## src/rtl/decoder_2x4_stream_if.sv

```systemverilog
// Stream bus for decoder_2x4_stream: code input handshake, one-hot output handshake
// and per-code counter readback.
interface decoder_2x4_stream_if #(
    parameter int unsigned CNT_W = 8
);
    logic             in_valid;
    logic             in_ready;
    logic [1:0]       in_code;
    logic             out_valid;
    logic             out_ready;
    logic [3:0]       out_onehot;
    logic             clr_cnt;
    logic [1:0]       cnt_sel;
    logic [CNT_W-1:0] cnt_val;

    modport slave (
        input  in_valid, in_code, out_ready, clr_cnt, cnt_sel,
        output in_ready, out_valid, out_onehot, cnt_val
    );

    modport master (
        output in_valid, in_code, out_ready, clr_cnt, cnt_sel,
        input  in_ready, out_valid, out_onehot, cnt_val
    );
endinterface

```

## src/rtl/decoder_2x4_stream.sv

```systemverilog
// 2-entry FIFO of 2-bit codes presenting the head as a one-hot word.
// Optional per-code transfer counters are enabled by DECODER_2X4_STREAM_CNT_EN.
module decoder_2x4_stream #(
    parameter int unsigned CNT_W = 8
) (
    input  logic                  clk,
    input  logic                  rst_n,
    decoder_2x4_stream_if.slave   bus
);

    typedef enum logic [1:0] {
        EMPTY = 2'd0,
        ONE   = 2'd1,
        FULL  = 2'd2
    } state_t;

    state_t     r_state;
    logic [1:0] r_head;
    logic [1:0] r_tail;
    logic [3:0] r_onehot;

    logic w_push;
    logic w_pop;
    logic w_in_ready;
    logic w_out_valid;
    logic [CNT_W-1:0] w_cnt_val;

    function automatic logic [3:0] onehot_of(input logic [1:0] code);
        return 4'(4'b0001 << code);
    endfunction

    // Handshake flags depend on state flops only, never on out_ready.
    assign w_in_ready  = (r_state != FULL);
    assign w_out_valid = (r_state != EMPTY);
    assign w_push      = bus.in_valid && w_in_ready;
    assign w_pop       = w_out_valid && bus.out_ready;

    assign bus.in_ready   = w_in_ready;
    assign bus.out_valid  = w_out_valid;
    assign bus.out_onehot = r_onehot;
    assign bus.cnt_val    = w_cnt_val;

    always_ff @(posedge clk or negedge rst_n) begin
        if (!rst_n) begin
            r_state  <= EMPTY;
            r_head   <= 2'b00;
            r_tail   <= 2'b00;
            r_onehot <= 4'b0000;
        end else begin
            case (r_state)
                EMPTY: begin
                    if (w_push) begin
                        r_state  <= ONE;
                        r_head   <= bus.in_code;
                        r_onehot <= onehot_of(bus.in_code);
                    end
                end
                ONE: begin
                    if (w_push && w_pop) begin
                        r_head   <= bus.in_code;
                        r_onehot <= onehot_of(bus.in_code);
                    end else if (w_push) begin
                        r_state <= FULL;
                        r_tail  <= bus.in_code;
                    end else if (w_pop) begin
                        r_state  <= EMPTY;
                        r_onehot <= 4'b0000;
                    end
                end
                FULL: begin
                    if (w_pop) begin
                        r_state  <= ONE;
                        r_head   <= r_tail;
                        r_onehot <= onehot_of(r_tail);
                    end
                end
                default: begin
                    r_state  <= EMPTY;
                    r_onehot <= 4'b0000;
                end
            endcase
        end
    end

`ifdef DECODER_2X4_STREAM_CNT_EN
    logic [CNT_W-1:0] r_cnt [4];

    // Clear wins over a same-cycle increment; counts saturate at all-ones.
    always_ff @(posedge clk or negedge rst_n) begin
        if (!rst_n) begin
            for (int i = 0; i < 4; i++) r_cnt[i] <= '0;
        end else if (bus.clr_cnt) begin
            for (int i = 0; i < 4; i++) r_cnt[i] <= '0;
        end else if (w_pop && (r_cnt[r_head] != {CNT_W{1'b1}})) begin
            r_cnt[r_head] <= r_cnt[r_head] + CNT_W'(1);
        end
    end

    assign w_cnt_val = r_cnt[bus.cnt_sel];
`else
    logic w_unused_cnt_ctrl;

    assign w_unused_cnt_ctrl = ^{bus.clr_cnt, bus.cnt_sel};
    assign w_cnt_val         = '0;
`endif

endmodule

```

## src/flat_wrapper.sv

```systemverilog
// flat-port wrapper written by rule: the top's interface ports become plain ports
module decoder_2x4_stream_flat 
#(
    parameter int unsigned CNT_W = 8
)
  (clk, rst_n, bus_in_valid, bus_in_code, bus_out_ready, bus_clr_cnt, bus_cnt_sel, bus_in_ready, bus_out_valid, bus_out_onehot, bus_cnt_val);
  decoder_2x4_stream_if #(.CNT_W(CNT_W)) bus_i ();
  input  logic clk;
  input  logic rst_n;
  input wire logic [$bits(bus_i.in_valid)-1:0] bus_in_valid;
  input wire logic [$bits(bus_i.in_code)-1:0] bus_in_code;
  input wire logic [$bits(bus_i.out_ready)-1:0] bus_out_ready;
  input wire logic [$bits(bus_i.clr_cnt)-1:0] bus_clr_cnt;
  input wire logic [$bits(bus_i.cnt_sel)-1:0] bus_cnt_sel;
  output wire logic [$bits(bus_i.in_ready)-1:0] bus_in_ready;
  output wire logic [$bits(bus_i.out_valid)-1:0] bus_out_valid;
  output wire logic [$bits(bus_i.out_onehot)-1:0] bus_out_onehot;
  output wire logic [$bits(bus_i.cnt_val)-1:0] bus_cnt_val;
  assign bus_i.in_valid = bus_in_valid;
  assign bus_i.in_code = bus_in_code;
  assign bus_i.out_ready = bus_out_ready;
  assign bus_i.clr_cnt = bus_clr_cnt;
  assign bus_i.cnt_sel = bus_cnt_sel;
  assign bus_in_ready = bus_i.in_ready;
  assign bus_out_valid = bus_i.out_valid;
  assign bus_out_onehot = bus_i.out_onehot;
  assign bus_cnt_val = bus_i.cnt_val;
  decoder_2x4_stream #(.CNT_W(CNT_W)) u_core (.clk(clk), .rst_n(rst_n), .bus(bus_i));
endmodule
```

## config.mk

```make
export PLATFORM = sky130hd
export DESIGN_NAME = decoder_2x4_stream_flat
export DESIGN_NICKNAME = d
export VERILOG_FILES = /design/src/rtl/decoder_2x4_stream_if.sv /design/src/rtl/decoder_2x4_stream.sv /design/src/flat_wrapper.sv
export SDC_FILE = /design/constraint.sdc
export NUM_CORES = 1
export LEC_CHECK = 0
export BUFFER_PORTS_ARGS = -buffer_cell sky130_fd_sc_hd__buf_2
export CAP_MARGIN = 20
export CORE_AREA = 2 2 39 41
export CTS_BUF_LIST = sky130_fd_sc_hd__clkbuf_2
export DETAILED_ROUTE_END_ITERATION = 12
export DIE_AREA = 0 0 41 43
export PLACE_DENSITY = 0.7
export SLEW_MARGIN = 20
export SYNTH_ARGS = -nofsm -noshare
export SYNTH_HDL_FRONTEND = slang
export SYNTH_SLANG_ARGS = --single-unit
```

## constraint.sdc

```tcl
create_clock -name clk -period 1.3 [get_ports clk]
set_input_delay 0.065 -clock clk [delete_from_list [all_inputs] [get_ports clk]]
set_output_delay 0.065 -clock clk [all_outputs]
set_load 0.005 [all_outputs]
```

==> flow_metrics.py <==
metrics = {
    "sta": {
        "period_share_pct": 96.19,
        "max_freq_mhz": 799.7,
        "setup_viol_count_final": 0,
        "slew_violations": 0,
        "fin_crit_ps": 1250,
        "setup_tns_ps": 0,
        "hold_viol": 0,
        "rsz0062_at_grt": "true",
        "finalClockSkew_ps": 1.067,
    },
    "finish": {
        "final_nets": 77,
        "seq_area_um2": 201.4,
        "post-route-util_pct": 45.21,
        "layout_common_cells": "buf_2 (11), conb_1 (8), dfrtp_1 (7)",
        "drive_gt1_share_pct": 40.91,
        "area_growth_pct": 14.94,
        "nFillCells": 135,
        "final_common_cell": "buf_2",
        "multiInputGateArea_um2": 286.5,
        "n_antenna_cell": 0,
    },
    "logic_synthesis": {
        "syn_inst": 51,
        "synth_area_um2": 544.3,
        "synth-main-ff-cell": "dfrtp_1",
        "synth_top_cell_by_area": "dfrtp_1",
        "synth_cell_types": 25,
        "syn_area_per_cell_um2": 10.67,
        "synth_top_area_share_pct": 36.78,
        "synth_edf_count": 0,
        "ys_ff_latch": 8,
        "synth_area_leaders": "dfrtp_1 (37%), buf_4 (12%), mux2_4 (8.3%), o2bb2ai_1 (6.4%), a31oi_1 (4.6%)",
        "ys_seq_area_share_pct": 36.78,
        "async_flop_share_pct": 100.0,
        "yosysWarnings": 0,
    },
    "power_and_ir_drop": {
        "ir_worst_vdd_v": 0.0006628,
        "powerDensity_nw_per_um2": 1431,
        "p_leak_nw": 0.3018,
    },
    "hold_path": {
        "hp-class": "in2reg",
        "hold_path_depth": 2,
    },
    "global_routing": {
        "busiest_layer": "met2",
        "grt_first_pass_wirelength_mm": 1.531,
        "grt_use_met1_pct": 15.59,
        "antenna_found_initial": 0,
        "met3_usage_pct": 1.571,
        "grt_max_degree": 9,
        "grt-ovfl-total": 0,
        "grt_pass1_vias": 387,
        "grt.total_usage_pct": 13.37,
        "grt_use_met2_pct": 20.00,
    },
    "worst_setup_path": {
        "crit_required_ps": 1460,
        "crit_fanout": 8,
        "critPathCaptureType": "flop",
        "crit_arrival_ps": 1410,
        "critPathKind": "reg2reg",
        "reg2reg_slack_ps": 50,
        "crit_path_start_kind": "flop",
        "ff2ff_path_depth": 3,
    },
    "clock_tree": {
        "h-tree-depth": 1,
        "insertion_delay_ps": 240,
        "cts_tree": "done",
        "clk_pin_slew_ps": 70,
        "cts-root-buf": "clkbuf_2",
        "cts_setup_buffers": 0,
        "cts.sinks": 8,
        "cts.path.max_buffers": 2,
        "cts_buffers": 3,
    },
    "floorplan": {
        "fp.dieW_um": 41,
        "core_um2": 1384,
        "die_y_um": 43,
        "ios": 23,
        "dieArea_um2": 1763,
        "rows": 14,
        "start_util_pct": 39.33,
    },
    "run_status": {
        "run_status": "finished, final reports clean",
    },
    "detailed_routing": {
        "drt-total-wl_mm": 1.041,
        "via_count": 407,
        "avgRoutedWirePerCell_um": 12.70,
        "vias_per_cell": 4.963,
        "drt_first_iter_violations": 3,
        "antenna_left": 0,
        "dr.pass1.iters": 4,
        "drc": 0,
    },
    "flow_run": {
        "cap_violations": 0,
    },
    "placement": {
        "gp_congestion": 0.8869,
        "io_buffers": 11,
        "dpl.hpwl_um": 801.6,
    },
}
==> cells by family after synthesis <==
group                     share of synthesized area (%)
AOI/OAI and AO/OA                                 20.00
and+or+nand+nor                                   17.24
DFF                                               36.78
muxes                                             8.275
buffers and inverters                             15.40
xor gates and xnor gates                          1.609
other                                            0.6890
==> registers in the layout, summed over array words and instances, names as in the netlist <==
register,cells
u_core.bus.out_onehot,4
u_core.r_state,2
u_core.r_tail,2
==> worst max-delay path: stages, from the launching register on <==
cell	delay (ps)
dfrtp_2	450
mux2_4	330
o22ai_2	240
o2bb2ai_1	160
==> layer usage <==
metal	up-vias	part of all wire, %
met5	-	0
met4	0	4.4
met3	4	4.4
met2	16	50
met1	187	41
li1	200	-
==> final timing paths <==
check	to	from
max	u_core.bus.out_onehot[0]$_DFFE_PN0P_	u_core.r_state[1]$_DFFE_PN0P_
min	u_core.r_state[1]$_DFFE_PN0P_	bus_out_ready
max reg2reg	u_core.bus.out_onehot[0]$_DFFE_PN0P_	u_core.r_state[1]$_DFFE_PN0P_
min reg2reg	u_core.bus.out_onehot[2]$_DFFE_PN0P_	u_core.bus.out_onehot[2]$_DFFE_PN0P_
max in group asynchronous	u_core.r_state[1]$_DFFE_PN0P_	rst_n
min in group asynchronous	u_core.bus.out_onehot[0]$_DFFE_PN0P_	rst_n
==> report_power, final <==
part / total [mW] / internal, mW / switching [mW]
sequential: 0.386 / 0.317 / 0.0682
clock: 0.143 / 0.0627 / 0.0800
combinational: 0.367 / 0.208 / 0.158
==> what timing repair did <==
| action | 4_1_cts | 5_1_grt |
|---|---|---|
| endpoints found under the setup margin | 0 | 5 |
| hold endpoints to repair | 8 | 0 |
| gates resized for setup | 0 | 2 |
| hold buffers | 1 | 0 |
==> metrics by stage <==
| step | instances | cell area (um2) | hold slack, ps | worst slack, ps | total power, mW |
|---|---|---|---|---|---|
| after floorplan | 58 | 570.5 | -230.6 | 197.3 | 0.6344 |
| after global placement | 78 | 595.6 | -92.81 | 69.96 | 0.7294 |
| after detailed placement | 78 | 595.6 | -89.81 | 40.63 | 0.7411 |
| after CTS | 82 | 620.6 | 67.65 | 12.86 | 0.8931 |
| after global routing | 82 | 625.6 | 92.70 | -13.41 | 0.9505 |
| final | 82 | 625.6 | 88.12 | 49.57 | 0.8953 |
==> synth_stat cells, drive strengths merged (2+ instances only) <==
cell / instances
buf: 9
mux2: 3
nor2b: 2
nor4bb: 2
o22ai: 2
o2bb2ai: 4
inv: 3
a31oi: 4
dfrtp: 8
==> area by class of cell <==
cell class | count | share of cell area (%)
clock buffers | 3 | 2.400
flip-flops and latches | 8 | 32.20
multi-input cells | 37 | 45.80
repair buffers | 15 | 14.60
inverters | 3 | 1.800
well taps | 16 | 3.200
Note: power is estimated with default switching activity, not from simulation.
